[config.mk]
export PLATFORM = sky130hd
export DESIGN_NAME = sump_cmd_decoder
export DESIGN_NICKNAME = d
export VERILOG_FILES = /design/src/rtl/sump_cmd_decoder.sv
export SDC_FILE = /design/constraint.sdc
export NUM_CORES = 1
export LEC_CHECK = 0
export ABC_AREA = 1
export CORE_ASPECT_RATIO = 0.9
export CORE_MARGIN = 10
export CORE_UTILIZATION = 50
export DETAILED_ROUTE_END_ITERATION = 10
export PLACE_DENSITY = 0.74
export SYNTH_ARGS = -nofsm -noshare
export SYNTH_HDL_FRONTEND = slang
export SYNTH_SLANG_ARGS = --single-unit
[constraint.sdc]
create_clock -name clk -period 4.3 [get_ports clk]
set_clock_uncertainty 0.15 [all_clocks]
set_input_delay 1.29 -clock clk [delete_from_list [all_inputs] [get_ports clk]]
set_output_delay 1.29 -clock clk [all_outputs]
set_load 0.01 [all_outputs]
[src/rtl/sump_cmd_decoder.sv]
// Frames received UART bytes into SUMP commands: 1-byte short opcodes (bit 7 = 0) or a long
// opcode (bit 7 = 1) followed by a 4-byte little-endian argument, with a watchdog resync.
module sump_cmd_decoder #(
    parameter int unsigned TIMEOUT = 65536,
    parameter int unsigned TW      = 17
) (
    input  logic        clk,
    input  logic        rst,
    input  logic        rx_valid,
    input  logic [7:0]  rx_data,
    output logic        cmd_valid,
    output logic        cmd_long,
    output logic [7:0]  cmd_op,
    output logic [31:0] cmd_data,
    output logic        busy,
    output logic        err_timeout
);

    typedef enum logic [0:0] {IDLE, ARG} state_t;

    localparam bit            WDOG_EN = (TIMEOUT != 0);
    localparam logic [TW-1:0] TO_LAST = TW'((TIMEOUT == 0) ? 0 : TIMEOUT - 1);

    state_t        r_state;
    logic [1:0]    r_idx;
    logic [TW-1:0] r_wdog;
    logic [7:0]    r_op;
    logic [31:0]   r_arg;
    logic          r_cmd_valid;
    logic          r_cmd_long;
    logic [7:0]    r_cmd_op;
    logic [31:0]   r_cmd_data;
    logic          r_busy;
    logic          r_err_timeout;

    // Opcode/argument are assembled in shadow registers so the command outputs only change on a
    // completed command and survive a watchdog abort untouched.
    always_ff @(posedge clk or negedge rst) begin
        if (!rst) begin
            r_state       <= IDLE;
            r_idx         <= 2'd0;
            r_wdog        <= '0;
            r_op          <= 8'h00;
            r_arg         <= 32'h0;
            r_cmd_valid   <= 1'b0;
            r_cmd_long    <= 1'b0;
            r_cmd_op      <= 8'h00;
            r_cmd_data    <= 32'h0;
            r_busy        <= 1'b0;
            r_err_timeout <= 1'b0;
        end else begin
            r_cmd_valid   <= 1'b0;
            r_err_timeout <= 1'b0;
            case (r_state)
                IDLE: begin
                    if (rx_valid) begin
                        r_op   <= rx_data;
                        r_arg  <= 32'h0;
                        r_idx  <= 2'd0;
                        r_wdog <= '0;
                        if (rx_data[7]) begin
                            r_state <= ARG;
                            r_busy  <= 1'b1;
                        end else begin
                            r_cmd_valid <= 1'b1;
                            r_cmd_long  <= 1'b0;
                            r_cmd_op    <= rx_data;
                            r_cmd_data  <= 32'h0;
                        end
                    end
                end
                ARG: begin
                    // A byte landing on the expiry cycle wins over the watchdog.
                    if (rx_valid) begin
                        r_wdog               <= '0;
                        r_arg[8*r_idx +: 8]  <= rx_data;
                        if (r_idx == 2'd3) begin
                            r_state     <= IDLE;
                            r_busy      <= 1'b0;
                            r_cmd_valid <= 1'b1;
                            r_cmd_long  <= 1'b1;
                            r_cmd_op    <= r_op;
                            r_cmd_data  <= {rx_data, r_arg[23:0]};
                        end else begin
                            r_idx <= r_idx + 2'd1;
                        end
                    end else if (WDOG_EN && r_wdog == TO_LAST) begin
                        r_state       <= IDLE;
                        r_busy        <= 1'b0;
                        r_err_timeout <= 1'b1;
                        r_wdog        <= '0;
                    end else begin
                        r_wdog <= r_wdog + 1'b1;
                    end
                end
                default: r_state <= IDLE;
            endcase
        end
    end

    assign cmd_valid   = r_cmd_valid;
    assign cmd_long    = r_cmd_long;
    assign cmd_op      = r_cmd_op;
    assign cmd_data    = r_cmd_data;
    assign busy        = r_busy;
    assign err_timeout = r_err_timeout;

endmodule

==> impl_metrics.tcl <==
set metrics [dict create \
    diodes 0 \
    wl_per_cell_microns 15.4 \
    synth.area.top_cells "dfrtp_1 (55%), nand2_1 (7.7%), nand3_1 (4.9%), inv_1 (4.9%), o21ai_1 (4.4%)" \
    areaGrowthSynthToFinish_pct 18.1 \
    seqPwrFrac_pct 46.6 \
    port_buffers 54 \
    tightest_slew_ps 727 \
    critPathLaunchType "primary input" \
    sw_frac_of_total_pct 34.1 \
    synth_edf_count 0 \
    placed_area_sq_mm 0.00492 \
    synthDominantCellAreaShare_pct 55.3 \
    crit_buf_inv 2 \
    holdBufCountCts 0 \
    syn_inst 473 \
    power_w 0.00244 \
    reg2reg_slack_ps 2110 \
    clk_latency_ps 370 \
    coreArea_sq_mm 0.00853 \
    drive_above_1_share_pct 9.68 \
    grt_pass1_wl_microns 17000 \
    cts_tree "yes" \
    overflow 0 \
    p_comb_share_pct 27.6 \
    max_cap_violations 0 \
    die_h_microns 108 \
    ys_types 34 \
    cts_buffers 9 \
    placementRows 32 \
    crit_chain "clkdlybuf4s50_1 > nand2_2 > clkinv_2 > nand2_4 > nand2_4 > nor2_1 > a31oi_1" \
    cts.sinks 96 \
    htree_levels 3 \
    drt-total-wl_microns 9960 \
    end_kind "register" \
    synth_seq_area_share_pct 55.3 \
    vias 3400 \
    power.density_mw_per_mm2 475 \
    synth_fp_nets 490 \
    io_pins 55 \
    dieArea_sq_mm 0.0128 \
    dp_hpwl_microns 7040 \
    path_max_fanout 68 \
    rsz0062_at_grt "no" \
    rr_startpoint "r_idx[0]$_DFFE_PN0P_" \
    max_freq_mhz 336 \
    vias_per_cell 5.26 \
    fin_crit_sh_pct 69.3 \
    path_clk_slew_ps 100 \
    path_delay_family "simple AND/OR/NAND/NOR gates" \
    track_usage_pct 16.0 \
    arrival_ps 3070 \
    power_switching_w 0.000833 \
    grt_start_max_net_pins 69 \
    path_class "in2reg" \
    max-slew-margin-rel_pct 51.4 \
    power_leakage_nw 2.24 \
    cts_root_buf "clkbuf_8" \
    hold_path_class "reg2reg" \
    p_clk_share_pct 25.8 \
    async_reset_ff_share_pct 100 \
    route.detailed.drc 0 \
    cpMaxStageDelayCell "clkdlybuf4s50_1" \
    cts_setup_buffers 0 \
    start_util_pct 51.0 \
    final_antenna_net_count 0 \
    p_int_w 0.00161 \
    grt_pass1_vias 3382 \
    ir_drop_v 0.000236 \
    dr.pass1.iters 6 \
    hold_violations 0 \
    finalCriticalPeriod_ps 2980 \
    final_cell_area_sq_mm 0.00514 \
    crit_top_cell "nand2_4" \
    setup_ws_ps 1320 \
    cts_buffer_depth 2 \
    crit_path_start "rx_valid" \
    die_x_microns 118 \
    required_ps 4390 \
    setup_viol 0 \
    hold_start "r_wdog[16]$_DFFE_PN0N_" \
    tns_ps 0 \
    yosys_warnings 0 \
    slew_violations 0 \
    avgSynthCellArea_sq_um 9.19 \
    post_cts_resize_count 0 \
    synth_top_cell_by_area "dfrtp_1" \
    outcome "complete, no violations" \
    nets 539 \
    drt_iter0_markers 168 \
    post-place-ws_ps 979 \
    gp_congestion 0.847 \
    ys_ff_latch 96 \
    synthFlopType "dfrtp_1" \
    cpPeakStageDelay_ps 540 \
    worst_hold_slack_ps 334 \
    syn_area_sq_mm 0.00435 \
    antenna_found_initial 0 \
]
## layer usage
metal	global-route usage (%)	wire length [microns]	vias to the layer above	share of wire, %
li1	-	-	1653	-
met1	20.5	4480	1633	45
met2	25.9	4730	104	47
met3	4.59	618	10	6.2
met4	4.94	137	0	1.4
met5	0	0	-	0
## power groups by stage
stage / Combinational [W] / Clock [W] / Sequential (W)
6_report: 0.000673 / 0.000631 / 0.00114
5_1_grt: 0.000750 / 0.000677 / 0.00115
4_1_cts: 0.000679 / 0.000638 / 0.00114
3_5_place_dp: 0.000674 / 0 / 0.00115
3_3_place_gp: 0.000653 / 0 / 0.00115
2_1_floorplan: 0.000390 / 0 / 0.00116
## final timing paths
path | end | cells past startpoint
max | cmd_op[3]$_DFFE_PN0P_ | 7
min | err_timeout$_DFF_PN0_ | 1
max reg2reg | r_arg[0]$_DFFE_PN0P_ | 6
min reg2reg | err_timeout$_DFF_PN0_ | 1
max in group asynchronous | r_state$_DFF_PN0_ | 2
min in group asynchronous | r_wdog[6]$_DFFE_PN0N_ | 1
## through the flow
stage	instances	util [%]
after global placement	630	57.7
after detailed placement	630	57.7
after CTS	646	60.2
final	646	60.2
after floorplan	473	-
after global routing	646	60.2
## logic make-up after synthesis
family,after synthesis,share of synthesized area (%)
simple gates,190,20.1
flops,96,55.3
compound gates,93,13.1
buf+inv,81,8.46
xor+xnor,7,1.41
fa+ha+maj,6,1.73
## sequential cells by signal, summed over array words and instances, names as in the netlist
signal and count:
cmd_op 8, cmd_data 32, r_arg 24, cmd_valid 1
r_wdog 17, err_timeout 1, cmd_long 1, r_idx 2
r_op 8, busy 1, r_state 1
## cell usage in the layout, fill, tap and decap left out
master	n
dfrtp_1	96
nand2_1	89
inv_1	57
clkdlybuf4s50_1	53
nand3_1	43
o21ai_1	38
nor2_1	35
o22ai_1	19
o21ai_0	12
clkbuf_8	10
o32ai_1	8
nand2_2	7
a31oi_1	7
ha_1	6
xor2_1	5
inv_2	4
nor2_2	4
o21ai_2	4
buf_4	4
nand2_4	3
o22ai_2	3
nor2_4	2
xnor2_1	2
nand4_1	2
inv_6	2
clkinv_2	1
nand3_4	1
nor4_2	1
a21oi_1	1
nor3_1	1
nand3b_1	1
o21bai_1	1
nand4_2	1
bufinv_16	1
clkinv_4	1
clkinvlp_4	1
inv_8	1
## final cells by class
cell class / instances / area [sq um]
clock inverter: 6 / 75.1
tap: 119 / 149
sequential: 96 / 2400
fill: 787 / 3390
timing repair buffer: 57 / 561
inverter: 62 / 234
multi-input combinational: 296 / 1580
clock buffer: 10 / 138
## Yosys cell counts, types with 4 or more instances
cell	n
a31oi_1	7
buf_2	7
buf_6	7
dfrtp_1	96
ha_1	6
inv_1	57
inv_2	4
nand2_1	89
nand2_2	7
nand3_1	43
nor2_1	35
nor2_2	4
o21ai_0	12
o21ai_1	38
o21ai_2	4
o22ai_1	19
o32ai_1	8
xor2_1	5
(Power assumes the default switching activity.)
